<file path="config.mk">
export PLATFORM = sky130hd
export DESIGN_NAME = ldpc_vnode_update_flat
export DESIGN_NICKNAME = d
export VERILOG_FILES = /design/src/rtl/ldpc_vnode_update_if.sv /design/src/rtl/ldpc_vnode_update.sv /design/src/flat_wrapper.sv
export SDC_FILE = /design/constraint.sdc
export NUM_CORES = 1
export LEC_CHECK = 0
export CAP_MARGIN = 20
export CORE_MARGIN = 1.5
export CORE_UTILIZATION = 44
export DETAILED_ROUTE_END_ITERATION = 7
export PLACE_DENSITY = 0.72
export SLEW_MARGIN = 15
export SYNTH_ARGS = -nofsm -noshare
export SYNTH_HDL_FRONTEND = slang
export SYNTH_SLANG_ARGS = --single-unit
</file>
<file path="constraint.sdc">
create_clock -name i_clock -period 23.8 [get_ports i_clock]
set_clock_uncertainty 0.2 [all_clocks]
set_input_delay 4.76 -clock i_clock [delete_from_list [all_inputs] [get_ports i_clock]]
set_output_delay 4.76 -clock i_clock [all_outputs]
set_load 0.01 [all_outputs]
</file>
<file path="src/rtl/ldpc_vnode_update_if.sv">
// rtl/ldpc_vnode_update_if.sv - row, Q, R and posterior signal bundle for the LDPC variable-node stage
interface ldpc_vnode_update_if #(
  parameter int LANES = 6,
  parameter int WIDTH = 8
);
  logic                   i_valid;
  logic [LANES*WIDTH-1:0] i_l_data;
  logic [LANES*WIDTH-1:0] i_r_old;
  logic                   o_q_valid;
  logic [LANES*WIDTH-1:0] o_q_data;
  logic                   i_r_valid;
  logic [LANES*WIDTH-1:0] i_r_new;
  logic                   o_l_valid;
  logic [LANES*WIDTH-1:0] o_l_data;
  logic                   o_busy;
  logic                   o_align_error;

  modport master (
    output i_valid, i_l_data, i_r_old, i_r_valid, i_r_new,
    input  o_q_valid, o_q_data, o_l_valid, o_l_data, o_busy, o_align_error
  );

  modport slave (
    input  i_valid, i_l_data, i_r_old, i_r_valid, i_r_new,
    output o_q_valid, o_q_data, o_l_valid, o_l_data, o_busy, o_align_error
  );
endinterface

</file>
<file path="src/rtl/ldpc_vnode_update.sv">
// rtl/ldpc_vnode_update.sv - LDPC variable-node update: Q = sat(L - R_old), L_new = sat(Q + R_new)
module ldpc_vnode_update #(
  parameter int LANES      = 6,
  parameter int WIDTH      = 8,
  parameter int CN_LATENCY = 5
) (
  input  logic               i_clock,
  input  logic               i_reset,
  ldpc_vnode_update_if.slave bus
);
  localparam int DW = LANES * WIDTH;
  localparam int CW = $clog2(CN_LATENCY + 3);
  localparam logic signed [WIDTH:0] LLR_MAX = {2'b00, {(WIDTH-1){1'b1}}};
  localparam logic signed [WIDTH:0] LLR_MIN = -LLR_MAX;

  // Symmetric clamp so the min-sign stage can always negate safely.
  function automatic logic [WIDTH-1:0] sat(input logic signed [WIDTH:0] x);
    if (x > LLR_MAX)      return LLR_MAX[WIDTH-1:0];
    else if (x < LLR_MIN) return LLR_MIN[WIDTH-1:0];
    else                  return x[WIDTH-1:0];
  endfunction

  logic          q_valid_r;
  logic [DW-1:0] q_data_r;
  logic [DW-1:0] dl_data [CN_LATENCY];
  logic [CN_LATENCY-1:0] dl_valid;
  logic          l_valid_r;
  logic [DW-1:0] l_data_r;
  logic [CW-1:0] count;
  logic          busy_r;
  logic          align_r;
  logic [DW-1:0] q_next;
  logic [DW-1:0] l_next;
  logic          tail_valid;
  logic [DW-1:0] tail_data;

  assign tail_valid = dl_valid[CN_LATENCY-1];
  assign tail_data  = dl_data[CN_LATENCY-1];

  for (genvar k = 0; k < LANES; k++) begin : g_lane
    logic signed [WIDTH:0] l_x, ro_x, qd_x, rn_x;
    assign l_x  = {bus.i_l_data[k*WIDTH+WIDTH-1], bus.i_l_data[k*WIDTH +: WIDTH]};
    assign ro_x = {bus.i_r_old[k*WIDTH+WIDTH-1],  bus.i_r_old[k*WIDTH +: WIDTH]};
    assign qd_x = {tail_data[k*WIDTH+WIDTH-1],    tail_data[k*WIDTH +: WIDTH]};
    assign rn_x = {bus.i_r_new[k*WIDTH+WIDTH-1],  bus.i_r_new[k*WIDTH +: WIDTH]};
    assign q_next[k*WIDTH +: WIDTH] = sat(l_x - ro_x);
    assign l_next[k*WIDTH +: WIDTH] = sat(qd_x + rn_x);
  end

  always_ff @(posedge i_clock or posedge i_reset) begin
    if (i_reset) begin
      q_valid_r <= 1'b0;
      q_data_r  <= '0;
      dl_valid  <= '0;
      for (int i = 0; i < CN_LATENCY; i++) dl_data[i] <= '0;
      l_valid_r <= 1'b0;
      l_data_r  <= '0;
      count     <= '0;
      busy_r    <= 1'b0;
      align_r   <= 1'b0;
    end else begin
      q_valid_r <= bus.i_valid;
      if (bus.i_valid) q_data_r <= q_next;

      // The line is fed from the Q register so its tail lines up with the returning R.
      dl_valid   <= {dl_valid[CN_LATENCY-2:0], q_valid_r};
      dl_data[0] <= q_data_r;
      for (int i = 1; i < CN_LATENCY; i++) dl_data[i] <= dl_data[i-1];

      l_valid_r <= bus.i_r_valid & tail_valid;
      if (bus.i_r_valid & tail_valid) l_data_r <= l_next;
      if (bus.i_r_valid != tail_valid) align_r <= 1'b1;

      if (bus.i_valid & ~tail_valid)      count <= count + CW'(1);
      else if (~bus.i_valid & tail_valid) count <= count - CW'(1);
      busy_r <= (count != '0);
    end
  end

  assign bus.o_q_valid     = q_valid_r;
  assign bus.o_q_data      = q_data_r;
  assign bus.o_l_valid     = l_valid_r;
  assign bus.o_l_data      = l_data_r;
  assign bus.o_busy        = busy_r;
  assign bus.o_align_error = align_r;
endmodule

</file>
<file path="src/flat_wrapper.sv">
// flat-port wrapper written by rule: the top's interface ports become plain ports
module ldpc_vnode_update_flat 
#(
  parameter int LANES      = 6,
  parameter int WIDTH      = 8,
  parameter int CN_LATENCY = 5
)
  (i_clock, i_reset, bus_i_valid, bus_i_l_data, bus_i_r_old, bus_i_r_valid, bus_i_r_new, bus_o_q_valid, bus_o_q_data, bus_o_l_valid, bus_o_l_data, bus_o_busy, bus_o_align_error);
  ldpc_vnode_update_if #(.LANES(LANES), .WIDTH(WIDTH)) bus_i ();
  input  logic i_clock;
  input  logic i_reset;
  input wire logic [$bits(bus_i.i_valid)-1:0] bus_i_valid;
  input wire logic [$bits(bus_i.i_l_data)-1:0] bus_i_l_data;
  input wire logic [$bits(bus_i.i_r_old)-1:0] bus_i_r_old;
  input wire logic [$bits(bus_i.i_r_valid)-1:0] bus_i_r_valid;
  input wire logic [$bits(bus_i.i_r_new)-1:0] bus_i_r_new;
  output wire logic [$bits(bus_i.o_q_valid)-1:0] bus_o_q_valid;
  output wire logic [$bits(bus_i.o_q_data)-1:0] bus_o_q_data;
  output wire logic [$bits(bus_i.o_l_valid)-1:0] bus_o_l_valid;
  output wire logic [$bits(bus_i.o_l_data)-1:0] bus_o_l_data;
  output wire logic [$bits(bus_i.o_busy)-1:0] bus_o_busy;
  output wire logic [$bits(bus_i.o_align_error)-1:0] bus_o_align_error;
  assign bus_i.i_valid = bus_i_valid;
  assign bus_i.i_l_data = bus_i_l_data;
  assign bus_i.i_r_old = bus_i_r_old;
  assign bus_i.i_r_valid = bus_i_r_valid;
  assign bus_i.i_r_new = bus_i_r_new;
  assign bus_o_q_valid = bus_i.o_q_valid;
  assign bus_o_q_data = bus_i.o_q_data;
  assign bus_o_l_valid = bus_i.o_l_valid;
  assign bus_o_l_data = bus_i.o_l_data;
  assign bus_o_busy = bus_i.o_busy;
  assign bus_o_align_error = bus_i.o_align_error;
  ldpc_vnode_update #(.LANES(LANES), .WIDTH(WIDTH), .CN_LATENCY(CN_LATENCY)) u_core (.i_clock(i_clock), .i_reset(i_reset), .bus(bus_i));
endmodule
</file>
== Word level (Yosys, flattened, before mapping) ==
Index checks and enable logic that the tools add are counted.

* $add $sub $neg: 14
* Multipliers: 0
* Eq/ne operators: 1
* Magnitude comparators: 24
* Bitwise operators: 5
* Reductions and logical operators: 2
* Multiplexer cells: 26
* Divide/modulo/power cells: 0
* Shift-type cells: 0

{| class="wikitable"
|+ Operator list
! kind !! count
|-
| 2-to-1 mux 8 bit || 24
|-
| > comparator 9 x 8 -> 1 bit, second input constant || 12
|-
| < comparator 9 x 8 -> 1 bit, second input constant || 12
|-
| adder 8 x 8 -> 9 bit || 6
|-
| subtractor 8 x 8 -> 9 bit || 6
|-
| 2-to-1 mux 3 bit || 2
|-
| adder 3 x 1 -> 3 bit, second input constant || 1
|-
| AND 1 bit || 3
|-
| nonzero test 3 bit || 1
|-
| subtractor 3 x 1 -> 3 bit, second input constant || 1
|-
| inverter 1 bit || 2
|-
| nonzero test 2 bit || 1
|-
| inequality test 1 bit || 1
|}

* Bits in writable memories: 0
* Register bits after elaboration: 348
* Output and inout port bits: 100
* Memory bits (read-only): 0
* Memories kept: 0
* Input bits: 148
* Bits in latches: 0

== Logic depth before layout (Yosys ltp) ==
Gate-level depths: netlist of the first run.

* Word-level depth: 4
* Depth in mapped cells: 10
* Gate-level depth less buffers: 10

== Worst setup path before layout of the first run ==
Ideal clock, no wire load.

* Path kind: input to register
* From: input port bus_i_l_data[16]
* To: register u_core.q_data_r[16], in the netlist u_core.bus.o_q_data[16]
* Data arrival time: 6877 ps
* Setup slack: 16623 ps
* Stages: 9
* Required time: 23501 ps
* Cells stage by stage: inv_1 -> ha_1 -> inv_1 -> fa_1 -> xor2_1 -> or3b_1 -> or4_1 -> o2111a_1 -> a311oi_1

* Cells in the longest elaborated chain, start to end: 4
* Elaborated cells on any way between the ends: 5
* Those cells by class: add/sub: 1; order compare: 2; mux: 2

{| class="wikitable"
|+ RTL lines
! element !! RTL line !! text
|-
| start, declared || flat_wrapper.sv:13 || <nowiki>input wire logic [$bits(bus_i.i_l_data)-1:0] bus_i_l_data;</nowiki>
|-
| subtractor 8 x 8 -> 9 bit (*) || ldpc_vnode_update.sv:46 || <nowiki>assign q_next[k*WIDTH +: WIDTH] = sat(l_x - ro_x);</nowiki>
|-
| < comparator 9 x 8 -> 1 bit || ldpc_vnode_update.sv:19 || <nowiki>else if (x < LLR_MIN) return LLR_MIN[WIDTH-1:0];</nowiki>
|-
| 2-to-1 mux 8 bit || ldpc_vnode_update.sv:19 ||
|-
| 2-to-1 mux 8 bit (*) || ldpc_vnode_update.sv:18 || <nowiki>if (x > LLR_MAX) return LLR_MAX[WIDTH-1:0];</nowiki>
|-
| end signal, assigned || ldpc_vnode_update.sv:63 || <nowiki>if (bus.i_valid) q_data_r <= q_next;</nowiki>
|-
| end, declared || ldpc_vnode_update.sv:24 || <nowiki>logic [DW-1:0] q_data_r;</nowiki>
|}

Mark *: on every way between the ends. The rest lies on a longest branch, timed or not.
A chain may end at the register's enable or synchronous reset.

== Worst setup path after layout of the first run ==
* From: input port bus_i_r_new[0]
* To: register u_core.l_data_r[5], in the netlist u_core.bus.o_l_data[5]

* Cells in the longest elaborated chain, start to end: 4
* Elaborated cells on any way between the ends: 5
* Those cells by class: add/sub: 1; order compare: 2; mux: 2

{| class="wikitable"
|+ RTL lines
! element !! RTL line !! text
|-
| start, declared || flat_wrapper.sv:16 || <nowiki>input wire logic [$bits(bus_i.i_r_new)-1:0] bus_i_r_new;</nowiki>
|-
| adder 8 x 8 -> 9 bit (*) || ldpc_vnode_update.sv:47 || <nowiki>assign l_next[k*WIDTH +: WIDTH] = sat(qd_x + rn_x);</nowiki>
|-
| < comparator 9 x 8 -> 1 bit || ldpc_vnode_update.sv:19 ||
|-
| 2-to-1 mux 8 bit || ldpc_vnode_update.sv:19 ||
|-
| 2-to-1 mux 8 bit (*) || ldpc_vnode_update.sv:18 ||
|-
| end signal, assigned || ldpc_vnode_update.sv:71 || <nowiki>if (bus.i_r_valid & tail_valid) l_data_r <= l_next;</nowiki>
|-
| end, declared || ldpc_vnode_update.sv:28 || <nowiki>logic [DW-1:0] l_data_r;</nowiki>
|}

Marks and branches as above.

==> results.py, run 1 <==
metrics = {
    "grt": {
        "grt_antenna_before_repair": 2,
        "grt_usage": 0.1738,
        "overflow": 0,
        "grt_pass1_vias": 10170,
        "grt_pass1_wl_um": 51430,
        "grt_max_degree": 184,
    },
    "floorplanning": {
        "fp.dieH_um": 190.2,
        "design.portCount": 248,
        "initial_utilization": 0.4463,
        "rows": 68,
        "coreArea_um2": 34540,
        "dieArea_um2": 36170,
        "die-width_um": 190.2,
    },
    "worst_setup_path": {
        "cp-start-kind": "input port",
        "reg2reg_slack_ps": 20810,
        "worst-r2r-cell-count": 8,
        "worst_r2r_endpoint": "u_core.bus.o_l_data[5]",
        "crit_arrival_ps": 7550,
        "path_cells": "clkdlybuf4s50_1 -> ha_1 -> fa_1 -> a211oi_1 -> o21ai_1 -> a2111oi_2 -> a21oi_1 -> maj3_1 -> mux2_2",
        "slowest_delay_ps": 440,
        "cp-startpoint": "bus_i_r_new[0]",
        "critPathSlowestCell": "clkdlybuf4s50_1",
        "path_max_fanout": 8,
        "end_kind": "flip-flop",
        "r2r-start": "u_core.tail_data[0]",
        "critical_path_class": "input port to flip-flop",
        "required_ps": 24000,
        "crit_path_end": "u_core.bus.o_l_data[5]",
    },
    "yosys": {
        "synth-seq-cells": 348,
        "async_flop_share": 1.000,
        "ys.flop_type": "dfrtp_1",
        "synth_top_family_by_area": "compound AO/OA/AOI/OAI gates",
        "synth_adder_area_share": 0.1017,
        "seq_area_frac_synth": 0.5649,
        "syn_avg_cell_area_um2": 11.96,
        "synth_mux_area_frac": 0.008603,
        "synth_nets": 1548,
        "synth-simple-area-share": 0.08400,
        "yosysWarnings": 0,
        "ys_types": 79,
        "synth_area_um2": 15420,
        "synth_compound_area_frac": 0.1814,
        "synth_cells": 1289,
        "synth-xor-area-share": 0.02776,
        "synth-edff-count": 0,
    },
    "sta": {
        "setup_viol_count_final": 0,
        "relSlewSlack": 0.3781,
        "clock.fmax_ghz": 0.1359,
        "finalHoldViolations": 0,
        "rsz0062_at_grt": "false",
        "final.setup.tns_ps": 0,
        "worst_slack_ps": 16440,
        "worst_pin_slew_ps": 926.2,
        "period_share": 0.3092,
        "slew_viol_final": 0,
        "period_minus_slack_ps": 7358,
    },
    "clock_tree": {
        "clk_latency_ps": 520,
        "cts-buffers-inserted": 35,
        "cts-root-buf": "clkbuf_16",
        "cts_resized": 0,
        "clock_sinks": 348,
        "ctsHoldBuffers": 0,
        "htreeDepth": 2,
        "cts_tree": "done",
        "path_clk_slew_ps": 60,
        "clock_path_buffers": 3,
        "postCtsSetupBuffers": 0,
    },
    "routing": {
        "first_pass_iters": 5,
        "vias": 10610,
        "dr.first_iter.drc_count": 566,
        "wl_um": 31130,
        "wire_per_inst_um": 15.35,
        "antenna_left": 0,
        "vias_per_cell": 5.233,
        "drcViolationCount": 0,
    },
    "placed_design": {
        "routabilityCongestion": 0.8754,
        "port_buffers": 247,
        "dp_hpwl_um": 22770,
        "place_inst": 1964,
        "dp_slack_ps": 15930,
    },
    "layout": {
        "final_net_count": 1805,
        "fill_cells": 2949,
        "syn2layout_area_growth_pct": 26.94,
        "final_cells": 2028,
        "final_layout_size_suffix_gt1_frac": 0.06556,
    },
    "worst_hold_path": {
        "min_path_type": "flip-flop to flip-flop",
    },
    "power": {
        "powerDensity_nw_per_um2": 99.14,
        "ir_drop_uv": 55.68,
        "leakage_nw": 8.344,
    },
    "run": {
        "max_cap_viol_count": 0,
    },
    "run_status": {
        "outcome": "finished clean",
    },
}
-- flip-flops by register name, summed over array words and instances (netlist names) --
| signal | cells |
|---|---|
| u_core.bus.o_l_valid | 1 |
| u_core.bus.o_align_error | 1 |
| u_core.dl_data | 192 |
| u_core.bus.o_busy | 1 |
| u_core.bus.o_q_data | 48 |
| u_core.bus.o_l_data | 48 |
| u_core.tail_data | 48 |
| u_core.dl_valid | 5 |
| u_core.bus.o_q_valid | 1 |
| u_core.count | 3 |
-- metrics by stage --
step,util,power [W],instance area (um^2),hold slack (ps)
floorplan,-,0.001161,15420,131.2
global placement,0.5317,0.001379,18370,132.1
detailed placement,0.5317,0.001399,18370,134.7
CTS,0.5662,0.001963,19560,142.8
global route,0.5665,0.002065,19570,143.4
finish,0.5665,0.001940,19570,132.1
-- where the power goes --
part           internal (W)  switching (W)  total, W  leakage (nW)
Combinational      0.000286       0.000282  0.000568          3.81
Sequential         0.000746      0.0000746  0.000820          3.95
Clock              0.000333       0.000219  0.000552         0.579
-- synth_stat cells, drive strengths merged, types with 6 or more instances --
cell     instances  area share
or2              6      0.0024
a21boi           6      0.0029
a211oi          39       0.020
a2bb2oi         13      0.0074
xnor2           30       0.018
nand3           40       0.013
clkbuf          23      0.0062
o31a             7      0.0040
xor2            18       0.010
o21ai           71       0.023
nand4            6      0.0024
o21a            23       0.011
buf              7      0.0022
or4              7      0.0034
o311a            8      0.0052
nor2b           27       0.011
o2bb2ai         12      0.0068
o221ai          10      0.0057
a21o            22       0.011
a21oi           59       0.019
o211ai          26       0.013
a31oi           17      0.0069
nor2            69       0.017
nand2           33      0.0080
nand2b          12      0.0049
dfrtp          348        0.56
fa              13       0.017
inv             92       0.022
mux2            10      0.0073
or3             18      0.0073
o21bai           8      0.0039
nor3             7      0.0023
ha              98       0.080
maj3             8      0.0053
o22ai           11      0.0045
-- cells in the final DEF (no fill, tap or decap), types with 11 or more instances in the layout --
master           Yosys  routed
a211oi_1            36      36
a21o_1              22      22
a21oi_1             59      59
a2bb2oi_1           13      13
a31oi_1             17      17
clkbuf_16            0      36
clkdlybuf4s50_1      0     246
dfrtp_1            348     348
fa_1                13      13
ha_1                98      97
inv_1               92      91
nand2_1             33      33
nand2b_1            12      12
nand3_1             40      40
nor2_1              69      69
nor2b_1             27      27
o211ai_1            26      26
o21a_1              23      23
o21ai_0             66      66
o22ai_1             11      11
o2bb2ai_1           12      12
or3_1               18      18
xnor2_1             29      29
xor2_1              18      18
-- routing by layer --
metal	GRT usage	wire length, um	vias up
li1	-	-	5238
met1	0.2580	15150	5023
met2	0.2535	13430	302
met3	0.03431	1801	50
met4	0.06027	756	0
met5	0	0	-
-- worst min path at each step --
stage	to	depth (start not counted)	from	slack, ps
detailed placement	u_core.dl_data[113]	0	u_core.dl_data[161]	130
finish	u_core.dl_data[108]	0	u_core.dl_data[156]	130
CTS	u_core.tail_data[25]	0	u_core.dl_data[73]	140
global placement	u_core.dl_valid[2]	0	u_core.dl_valid[1]	130
floorplan	u_core.dl_data[100]	0	u_core.dl_data[148]	130
global route	u_core.dl_data[108]	0	u_core.dl_data[156]	140
-- critical path, delay by kind of cell --
family | cells | cell delay [ps]
buffers and inverters | 1 | 440
multiplexers | 1 | 270
AO/OA/AOI/OAI | 4 | 970
adder cells (fa/ha/maj) | 3 | 1110
-- area by class of cell --
class | count | area [um^2] | area share
tap | 455 | 569.3 | 0.02909
clock inverter | 10 | 131.4 | 0.006714
sequential | 348 | 8708 | 0.4450
multi-input combinational | 817 | 6222 | 0.3180
inverter | 93 | 361.6 | 0.01848
timing repair buffer | 251 | 2510 | 0.1283
antenna | 2 | 5.005 | 0.0002558
clock buffer | 52 | 1061 | 0.05422
-- kinds of logic after synthesis --
kind of cell / count (synthesis)
buffers and inverters: 124
XOR/XNOR: 48
adder cells (fa/ha/maj): 119
multiplexers: 12
AND/OR/NAND/NOR: 248
flip-flops: 348
AO/OA/AOI/OAI: 390
No activity file was read; power rests on OpenSTA's default activity.
==> run 2, diff against run 1 <==
--- a/config.mk
+++ b/config.mk
@@ -9,7 +9,7 @@
 export CORE_MARGIN = 1.5
 export CORE_UTILIZATION = 44
 export DETAILED_ROUTE_END_ITERATION = 7
-export PLACE_DENSITY = 0.72
+export PLACE_DENSITY = 0.74
 export SLEW_MARGIN = 15
 export SYNTH_ARGS = -nofsm -noshare
 export SYNTH_HDL_FRONTEND = slang
==> constraint.sdc (replaced) <==
create_clock -name i_clock -period 6.2 [get_ports i_clock]
set_clock_uncertainty 0.2 [all_clocks]
set_input_delay 1.24 -clock i_clock [delete_from_list [all_inputs] [get_ports i_clock]]
set_output_delay 1.24 -clock i_clock [all_outputs]
set_load 0.01 [all_outputs]
==> results.py, run 2 (synthesized netlist as in run 1, its figures left out) <==
metrics = {
    "layout": {
        "fill_cells": 2860,
        "diodes": 0,
        "top_register": "u_core.dl_data",
        "largest_reg_flops": 192,
        "final_net_count": 1809,
        "final_layout_size_suffix_gt1_frac": 0.06734,
        "layout_common_cells": "348 x dfrtp_1, 246 x clkdlybuf4s50_1, 97 x ha_1",
        "final_common_cell": "dfrtp_1",
        "syn2layout_area_growth_pct": 27.23,
    },
    "sta": {
        "period_minus_slack_ps": 3800,
        "relSlewSlack": 0.3687,
        "period_share": 0.6128,
        "setup_viol_count_final": 0,
        "rsz0062_at_grt": "false",
        "finalHoldViolations": 0,
        "slew_viol_final": 0,
        "worst_slack_ps": 2400,
        "worst_pin_slew_ps": 942.5,
        "final.setup.tns_ps": 0,
        "clock.fmax_ghz": 0.2632,
    },
    "routing": {
        "drcViolationCount": 0,
        "vias_per_cell": 5.252,
        "dr.first_iter.drc_count": 526,
        "vias": 10660,
        "first_pass_iters": 4,
        "wire_per_inst_um": 15.73,
        "wl_um": 31920,
        "antenna_left": 0,
    },
    "grt": {
        "grt_pass1_wl_um": 52920,
        "use_met2": 0.2719,
        "grt_antenna_before_repair": 0,
        "grt_usage": 0.1771,
        "overflow": 0,
        "grt_use_met3": 0.03154,
        "grt_pass1_vias": 10430,
        "groute.layer.met1.usage": 0.2592,
        "busiest_layer": "met2",
        "grt_max_degree": 185,
    },
    "clock_tree": {
        "clock_path_buffers": 3,
        "cts-buffers-inserted": 35,
        "cts-root-buf": "clkbuf_16",
        "path_clk_slew_ps": 60,
        "cts_resized": 0,
        "htreeDepth": 2,
        "ctsHoldBuffers": 0,
        "cts_tree": "done",
        "clock_sinks": 348,
        "clk_latency_ps": 510,
        "postCtsSetupBuffers": 0,
    },
    "floorplanning": {
        "design.portCount": 248,
        "coreArea_um2": 34540,
        "fp.dieH_um": 190.2,
        "dieArea_um2": 36170,
        "rows": 68,
        "die-width_um": 190.2,
        "initial_utilization": 0.4463,
    },
    "worst_setup_path": {
        "worst_r2r_endpoint": "u_core.bus.o_l_data[10]",
        "r2r-start": "u_core.tail_data[8]",
        "cp-start-kind": "input port",
        "reg2reg_slack_ps": 3220,
        "path_max_fanout": 8,
        "worst-r2r-cell-count": 8,
        "required_ps": 6380,
        "crit_arrival_ps": 3980,
        "end_kind": "flip-flop",
        "critical_path_class": "input port to flip-flop",
    },
    "run_status": {
        "outcome": "finished clean",
    },
    "placed_design": {
        "dp_slack_ps": 1889,
        "port_buffers": 247,
        "routabilityCongestion": 0.8450,
        "dp_hpwl_um": 23280,
    },
    "power": {
        "ir_drop_uv": 193.4,
        "leakage_nw": 8.372,
        "powerDensity_nw_per_um2": 383.2,
    },
    "worst_hold_path": {
        "hold-path-endpoint": "u_core.tail_data[13]",
        "min_from": "u_core.dl_data[61]",
        "min_path_type": "flip-flop to flip-flop",
        "holdPathStages": 0,
    },
    "run": {
        "max_cap_viol_count": 0,
    },
}
-- run 2: cell types whose count changed in the layout (fill, tap and decap cells not counted), sizes merged --
| cell | change |
|---|---|
| clkinv | +1 |
| diode | -2 |
| clkbuf | -4 |
| bufinv | +2 |
| buf | +4 |
-- run 2: stage by stage --
step	cells	power, W	hold slack [ps]	utilization	area (um^2)
2_1_floorplan	1289	0.004457	131.2	-	15420
3_3_place_gp	1967	0.005302	131.3	0.5325	18400
3_5_place_dp	1967	0.005380	134.7	0.5325	18400
4_1_cts	2028	0.007592	143.8	0.5672	19590
5_1_grt	2029	0.007967	151.1	0.5678	19610
6_report	2029	0.007515	144.2	0.5678	19610
-- run 2: power by group --
group	internal (W)	switching (W)	total [W]
Combinational	0.00110	0.00110	0.00220
Sequential	0.00286	0.000295	0.00316
Clock	0.00131	0.000849	0.00216
-- run 2: area by class of cell --
| class | count | area (um^2) | share of cell area |
|---|---|---|---|
| Clock inverter | 13 | 192.7 | 0.009824 |
| Multi-Input combinational cell | 817 | 6232 | 0.3177 |
| Clock buffer | 48 | 1006 | 0.05129 |
| Timing Repair Buffer | 255 | 2552 | 0.1301 |
| Tap cell | 455 | 569.3 | 0.02903 |
| Inverter | 93 | 352.8 | 0.01799 |
| Sequential cell | 348 | 8708 | 0.4440 |
-- run 2: worst max path at each step --
stage                           from                  endpoint  slack, ps  cells past startpoint
finish                bus_i_r_new[0]    u_core.bus.o_l_data[3]       2400                      9
global route        bus_i_l_data[24]   u_core.bus.o_q_data[24]       2240                     11
CTS                   bus_i_r_new[0]    u_core.bus.o_l_data[3]       2420                      9
detailed placement    bus_i_r_new[0]    u_core.bus.o_l_data[3]       1890                      9
global placement     bus_i_r_new[32]   u_core.bus.o_l_data[36]       1970                      9
floorplan                    i_reset  u_core.bus.o_align_error        100                      1
-- run 2: layer usage --
layer / wire length (um) / part of all wire
met5: 0 / 0
met4: 625 / 0.020
met3: 1694 / 0.053
met2: 14320 / 0.45
met1: 15280 / 0.48
-- run 2: critical path: stages --
cell and delay (ps):
clkdlybuf4s50_1 440, ha_1 260, fa_1 430, a211oi_1 290, o21ai_1 160, a2111oi_2 310, a21oi_1 190, maj3_1 390
mux2_2 270
